--- config.mk ---
export PLATFORM = sky130hd
export DESIGN_NAME = oifs_rx_interface
export DESIGN_NICKNAME = d
export VERILOG_FILES = /design/src/rtl/oifs_pkg.sv /design/src/rtl/oifs_rx_fifo.sv /design/src/rtl/oifs_rx_interface.sv
export SDC_FILE = /design/constraint.sdc
export NUM_CORES = 1
export LEC_CHECK = 0
export BUFFER_PORTS_ARGS = -buffer_cell sky130_fd_sc_hd__buf_2
export CAP_MARGIN = 20
export CORE_ASPECT_RATIO = 0.75
export CORE_MARGIN = 4
export CORE_UTILIZATION = 40
export CTS_BUF_LIST = sky130_fd_sc_hd__clkbuf_16
export CTS_CLUSTER_SIZE = 12
export DETAILED_ROUTE_END_ITERATION = 8
export PLACE_DENSITY = 0.68
export SYNTH_ARGS = -nofsm -noshare
export SYNTH_HDL_FRONTEND = slang
export SYNTH_SLANG_ARGS = --single-unit
--- constraint.sdc ---
create_clock -name i_clk -period 1.73 [get_ports i_clk]
set_input_delay 0.4325 -clock i_clk [delete_from_list [all_inputs] [get_ports i_clk]]
set_output_delay 0.4325 -clock i_clk [all_outputs]
set_load 0.05 [all_outputs]
--- src/rtl/oifs_pkg.sv ---
// Shared definitions for the OIFS (fast opto-isolated serial) link, used by
// both the receive and transmit interfaces.
package oifs_pkg;

  localparam int DATA_W_DEF = 8;
  localparam int FRAME_BITS = DATA_W_DEF + 2;

  localparam logic CH_A = 1'b0;
  localparam logic CH_B = 1'b1;

  typedef enum logic [1:0] {
    IDLE  = 2'd0,
    DATA  = 2'd1,
    CHAN  = 2'd2,
    STORE = 2'd3
  } oifs_state_e;

  // Frame length for a non-default payload width: start bit + payload + channel bit.
  function automatic int frame_bits(input int data_w);
    return data_w + 2;
  endfunction

endpackage

--- src/rtl/oifs_rx_fifo.sv ---
// Small synchronous show-ahead FIFO for the OIFS receiver; the head entry is
// visible on o_rdata whenever the FIFO is not empty.
module oifs_rx_fifo
  import oifs_pkg::*;
#(
  parameter int WIDTH = DATA_W_DEF + 1,
  parameter int DEPTH = 4
) (
  input  logic             i_clk,
  input  logic             i_arst,
  input  logic             i_push,
  input  logic [WIDTH-1:0] i_wdata,
  input  logic             i_pop,
  output logic [WIDTH-1:0] o_rdata,
  output logic             o_empty,
  output logic             o_full
);

  localparam int AW = (DEPTH > 1) ? $clog2(DEPTH) : 1;

  logic [WIDTH-1:0] mem [DEPTH];
  logic [AW-1:0]    wr_ptr;
  logic [AW-1:0]    rd_ptr;
  logic [AW:0]      count;
  logic             do_push;
  logic             do_pop;

  // A pop frees the slot in the same cycle, so a push into a full FIFO succeeds
  // when it coincides with a pop.
  assign do_pop  = i_pop & ~o_empty;
  assign do_push = i_push & (~o_full | do_pop);

  always_ff @(posedge i_clk or posedge i_arst) begin
    if (i_arst) begin
      wr_ptr <= '0;
      rd_ptr <= '0;
      count  <= '0;
    end else begin
      if (do_push) wr_ptr <= wr_ptr + 1'b1;
      if (do_pop)  rd_ptr <= rd_ptr + 1'b1;
      case ({do_push, do_pop})
        2'b10:   count <= count + 1'b1;
        2'b01:   count <= count - 1'b1;
        default: count <= count;
      endcase
    end
  end

  always_ff @(posedge i_clk) begin
    if (do_push) mem[wr_ptr] <= i_wdata;
  end

  assign o_empty = (count == '0);
  assign o_full  = (count == (AW+1)'(DEPTH));
  assign o_rdata = o_empty ? '0 : mem[rd_ptr];

endmodule

--- src/rtl/oifs_rx_interface.sv ---
// OIFS receive deframer: start(0) + DATA_W bits LSB first + channel bit, sampled on
// rising FSCLK. Define OIFS_RX_FIFO_EN to buffer in oifs_rx_fifo instead of one register.
module oifs_rx_interface
  import oifs_pkg::*;
#(
  parameter int DATA_W     = DATA_W_DEF,
  parameter int FIFO_DEPTH = 4
) (
  input  logic              i_clk,
  input  logic              i_arst,
  input  logic              i_tick,
  input  logic              i_fsdo,
  output logic              o_valid,
  output logic [DATA_W-1:0] o_data,
  output logic              o_channel,
  input  logic              i_ready,
  output logic              o_hold,
  output logic              o_overrun,
  output logic              o_busy
);

  localparam int BCW = (DATA_W > 1) ? $clog2(DATA_W) : 1;

  oifs_state_e       state;
  oifs_state_e       state_n;
  logic [BCW-1:0]    bitcnt;
  logic [BCW-1:0]    bitcnt_n;
  logic [DATA_W-1:0] shreg;
  logic [DATA_W-1:0] shreg_n;
  logic              chan;
  logic              chan_n;
  logic              r_fsdo;
  logic              r_tick_d;
  logic              s;
  logic              push;
  logic              pop;
  logic              full;

  always_ff @(posedge i_clk or posedge i_arst) begin
    if (i_arst) begin
      r_fsdo   <= 1'b1;
      r_tick_d <= 1'b0;
    end else begin
      r_fsdo   <= i_fsdo;
      r_tick_d <= i_tick;
    end
  end

  assign s = i_tick & ~r_tick_d;

  always_ff @(posedge i_clk or posedge i_arst) begin
    if (i_arst) begin
      state  <= IDLE;
      bitcnt <= '0;
      shreg  <= '0;
      chan   <= 1'b0;
    end else begin
      state  <= state_n;
      bitcnt <= bitcnt_n;
      shreg  <= shreg_n;
      chan   <= chan_n;
    end
  end

  // Everything except STORE waits for a strobe, so a gated FSCLK freezes the frame.
  always_comb begin
    state_n  = state;
    bitcnt_n = bitcnt;
    shreg_n  = shreg;
    chan_n   = chan;
    push     = 1'b0;
    case (state)
      IDLE: begin
        if (s && !r_fsdo) begin
          state_n  = DATA;
          bitcnt_n = '0;
        end
      end
      DATA: begin
        if (s) begin
          shreg_n  = {r_fsdo, shreg[DATA_W-1:1]};
          bitcnt_n = bitcnt + 1'b1;
          if (bitcnt == BCW'(DATA_W - 1)) state_n = CHAN;
        end
      end
      CHAN: begin
        if (s) begin
          chan_n  = r_fsdo;
          state_n = STORE;
        end
      end
      STORE: begin
        push    = 1'b1;
        state_n = IDLE;
      end
      default: state_n = IDLE;
    endcase
  end

  assign pop    = o_valid & i_ready;
  assign o_busy = (state != IDLE);
  assign o_hold = full;

  always_ff @(posedge i_clk or posedge i_arst) begin
    if (i_arst)                     o_overrun <= 1'b0;
    else if (push && full && !pop)  o_overrun <= 1'b1;
  end

`ifdef OIFS_RX_FIFO_EN
  logic [DATA_W:0] fifo_rdata;
  logic            fifo_empty;

  oifs_rx_fifo #(
    .WIDTH (DATA_W + 1),
    .DEPTH (FIFO_DEPTH)
  ) u_fifo (
    .i_clk   (i_clk),
    .i_arst  (i_arst),
    .i_push  (push),
    .i_wdata ({chan, shreg}),
    .i_pop   (pop),
    .o_rdata (fifo_rdata),
    .o_empty (fifo_empty),
    .o_full  (full)
  );

  assign o_valid   = ~fifo_empty;
  assign o_data    = fifo_rdata[DATA_W-1:0];
  assign o_channel = fifo_rdata[DATA_W];
`else
  logic              hold_valid;
  logic [DATA_W-1:0] hold_data;
  logic              hold_chan;

  // Single holding register; a pop in the STORE cycle makes room for the new byte.
  always_ff @(posedge i_clk or posedge i_arst) begin
    if (i_arst) begin
      hold_valid <= 1'b0;
      hold_data  <= '0;
      hold_chan  <= 1'b0;
    end else if (push && (!hold_valid || pop)) begin
      hold_valid <= 1'b1;
      hold_data  <= shreg;
      hold_chan  <= chan;
    end else if (pop) begin
      hold_valid <= 1'b0;
    end
  end

  assign o_valid   = hold_valid;
  assign o_data    = hold_data;
  assign o_channel = hold_chan;
  assign full      = hold_valid;
`endif

endmodule

==> impl_metrics.env <==
export IMPL_ys_flop_type="dfrtp_1"
export IMPL_fin_cells=146
export IMPL_highest_layer="met4"
export IMPL_dieArea_sq_um=3970
export IMPL_slew_viol_final=0
export IMPL_setup_viol=0
export IMPL_vias=731
export IMPL_n_antenna_cell=0
export IMPL_cts_tree="done"
export IMPL_drive_gt1_share_pct=49.1
export IMPL_finalCritPeriodShare_pct=95.7
export IMPL_syn2layout_area_growth_pct=19.8
export IMPL_r2r_slack_ps=180
export IMPL_rows=16
export IMPL_drt_iter0_drc=37
export IMPL_critPathLaunchType="register"
export IMPL_finalWirelength_mm=1.95
export IMPL_worstPathArrival_ps=1220
export IMPL_die_height_um=55.6
export IMPL_synth_cell_type_count=22
export IMPL_dr_pass1_iters=3
export IMPL_portBuffers=17
export IMPL_synth_async_reset_ratio_pct=100
export IMPL_initial_core_util_pct=44.1
export IMPL_worst_slew_pin_slew_ps=348
export IMPL_status="finished clean"
export IMPL_dp_hpwl_mm=1.40
export IMPL_grt_max_degree=28
export IMPL_cts_max_level=1
export IMPL_post_dp_cell_area_sq_um=1340
export IMPL_finClkSkew_ps=3.99
export IMPL_crit_required_ps=1300
export IMPL_holdWs_ps=214
export IMPL_syn_area_per_cell_sq_um=13.7
export IMPL_power_density_nw_per_um2=2050
export IMPL_root_buffer="clkbuf_16"
export IMPL_ant_nets=0
export IMPL_wl_met2_um=961
export IMPL_max_cap_viol_count=0
export IMPL_r2r_start="state[1]$_DFFE_PP0P_"
export IMPL_r2r_cells=5
export IMPL_syn_nets=101
export IMPL_synth_area_sq_um=1210
export IMPL_place_congestion=0.835
export IMPL_grt_overflow=0
export IMPL_clkLatencyLatePin_ps=260
export IMPL_synth_edff_count=0
export IMPL_endpoint_kind="primary output"
export IMPL_grt_pass1_wl_mm=3.53
export IMPL_layout_min_cycle_time_ps=1660
export IMPL_fill_cells=250
export IMPL_die_w_um=71.5
export IMPL_core_sq_um=2740
export IMPL_nets=124
export IMPL_clock_path_buffers=2
export IMPL_track_usage_pct=11.4
export IMPL_fmax_mhz=604
export IMPL_worstReg2RegEnd="bitcnt[1]$_DFFE_PP0P_"
export IMPL_timing_final_ws_setup_ps=74.5
export IMPL_viasPerCell=5.01
export IMPL_vdd_drop_max_v=0.000676
export IMPL_met1_length_um=858
export IMPL_ys_ff_latch=27
export IMPL_antenna_found_initial=0
export IMPL_hold_class="input pin to asynchronous set/reset pin"
export IMPL_p_leak_nw=0.737
export IMPL_ys_seq_area_share_pct=56.0
export IMPL_io_pins=18
export IMPL_critPathMaxFanout=5
export IMPL_grt_pass1_vias=757
export IMPL_dp_slack_ps=153
export IMPL_yosys_warnings=0
export IMPL_path_class="register to primary output"
export IMPL_wl_per_cell_um=13.3
export IMPL_postSynthCellCount=88
export IMPL_wl_met3_um=84
export IMPL_hold_violations=0
export IMPL_dp_cells=141
export IMPL_clkSinkCount=27
export IMPL_design_area_sq_um=1450
export IMPL_slew_headroom_pct=76.7
export IMPL_drc=0
export IMPL_clk_pin_slew_ps=70
export IMPL_cts_buffers=3
-- worst max-delay path by stage --
stage                               startpoint                     to  slack [ps]  cells past startpoint
after CTS                 state[0]$_DFFE_PP0P_                 o_busy           3                      4
after floorplan           state[0]$_DFFE_PP0P_  bitcnt[1]$_DFFE_PP0P_          10                      6
after global routing      state[0]$_DFFE_PP0P_                 o_busy         -10                      4
after detailed placement  state[1]$_DFFE_PP0P_  bitcnt[2]$_DFFE_PP0P_         150                      5
final                     state[0]$_DFFE_PP0P_                 o_busy          70                      4
after global placement    state[1]$_DFFE_PP0P_   state[1]$_DFFE_PP0P_         200                      5
-- area by class of cell --
| type | instances | area [sq um] | area share, % |
|---|---|---|---|
| sequential | 27 | 677 | 46.8 |
| multi-input combinational | 53 | 510 | 35.3 |
| timing repair buffer | 19 | 106 | 7.35 |
| clock buffer | 3 | 75.1 | 5.19 |
| tap | 36 | 45.0 | 3.11 |
| inverter | 7 | 26.3 | 1.82 |
| clock inverter | 1 | 7.51 | 0.519 |
-- cells in the mapped netlist, types with 2 or more instances --
cell	number	share of area, %
dfrtp_1	26	54
ha_1	8	8.3
inv_1	7	2.2
mux2_2	19	18
mux2i_1	3	2.5
nand2_1	5	1.6
nand2_2	2	1.0
nand2b_1	2	1.0
nor2_1	2	0.62
o21ai_0	2	0.83
-- stage by stage --
step	util (%)	power (W)	setup TNS [ps]
after floorplan	-	0.00212	0
after global placement	48.8	0.00236	0
after detailed placement	48.8	0.00240	0
after CTS	52.4	0.00298	0
after global routing	52.8	0.00317	-14.4
final	52.8	0.00297	0
-- routing by layer --
metal / vias to the layer above / global-route usage, %
li1: 345 / -
met1: 367 / 14.2
met2: 15 / 17.9
met3: 4 / 3.97
met4: 0 / 4.83
met5: - / 0
-- cells by family after synthesis --
kind of cell               count (synthesis)  share of synthesized area [%]
adders and majority gates                  8                           8.28
AOI/OAI and AO/OA                          8                           5.38
buffers and inverters                      8                           2.80
DFF                                       27                           56.0
muxes                                     22                           20.2
and+or+nand+nor                           15                           7.35
-- sequential cells by signal (all words and copies together), names as in the netlist --
register / flops
o_data: 8
shreg: 8
bitcnt: 3
state: 2
chan: 1
o_channel: 1
o_hold: 1
o_overrun: 1
r_fsdo: 1
r_tick_d: 1
-- repair_timing --
action | 4_1_cts | 5_1_grt
resized for setup | 3 | 3
endpoints found under the setup margin | 1 | 3
buffers inserted | 0 | 1
hold buffers | 0 | 0
-- report_power, final --
group          internal (W)  leakage [nW]  switching, W
Combinational      0.000521         0.357      0.000896
Clock              0.000314        0.0371      0.000209
Sequential         0.000879         0.343      0.000154
Total               0.00171         0.737       0.00126
-- critical path, stage by stage, from the launching register on --
cell and delay (ps):
dfrtp_1 420, inv_2 90, ha_4 180, inv_1 100
buf_6 170
-- cell usage in the layout (no fill, tap or decap), drive strengths merged, types with 2 or more instances in the layout --
master	Yosys	routed
dfrtp	26	26
mux2	19	19
buf	1	19
ha	8	8
nand2	7	7
inv	7	7
mux2i	3	3
clkbuf	0	3
nand2b	3	3
o21ai	3	3
nor2	2	2
No activity file was read; power rests on OpenSTA's default activity.
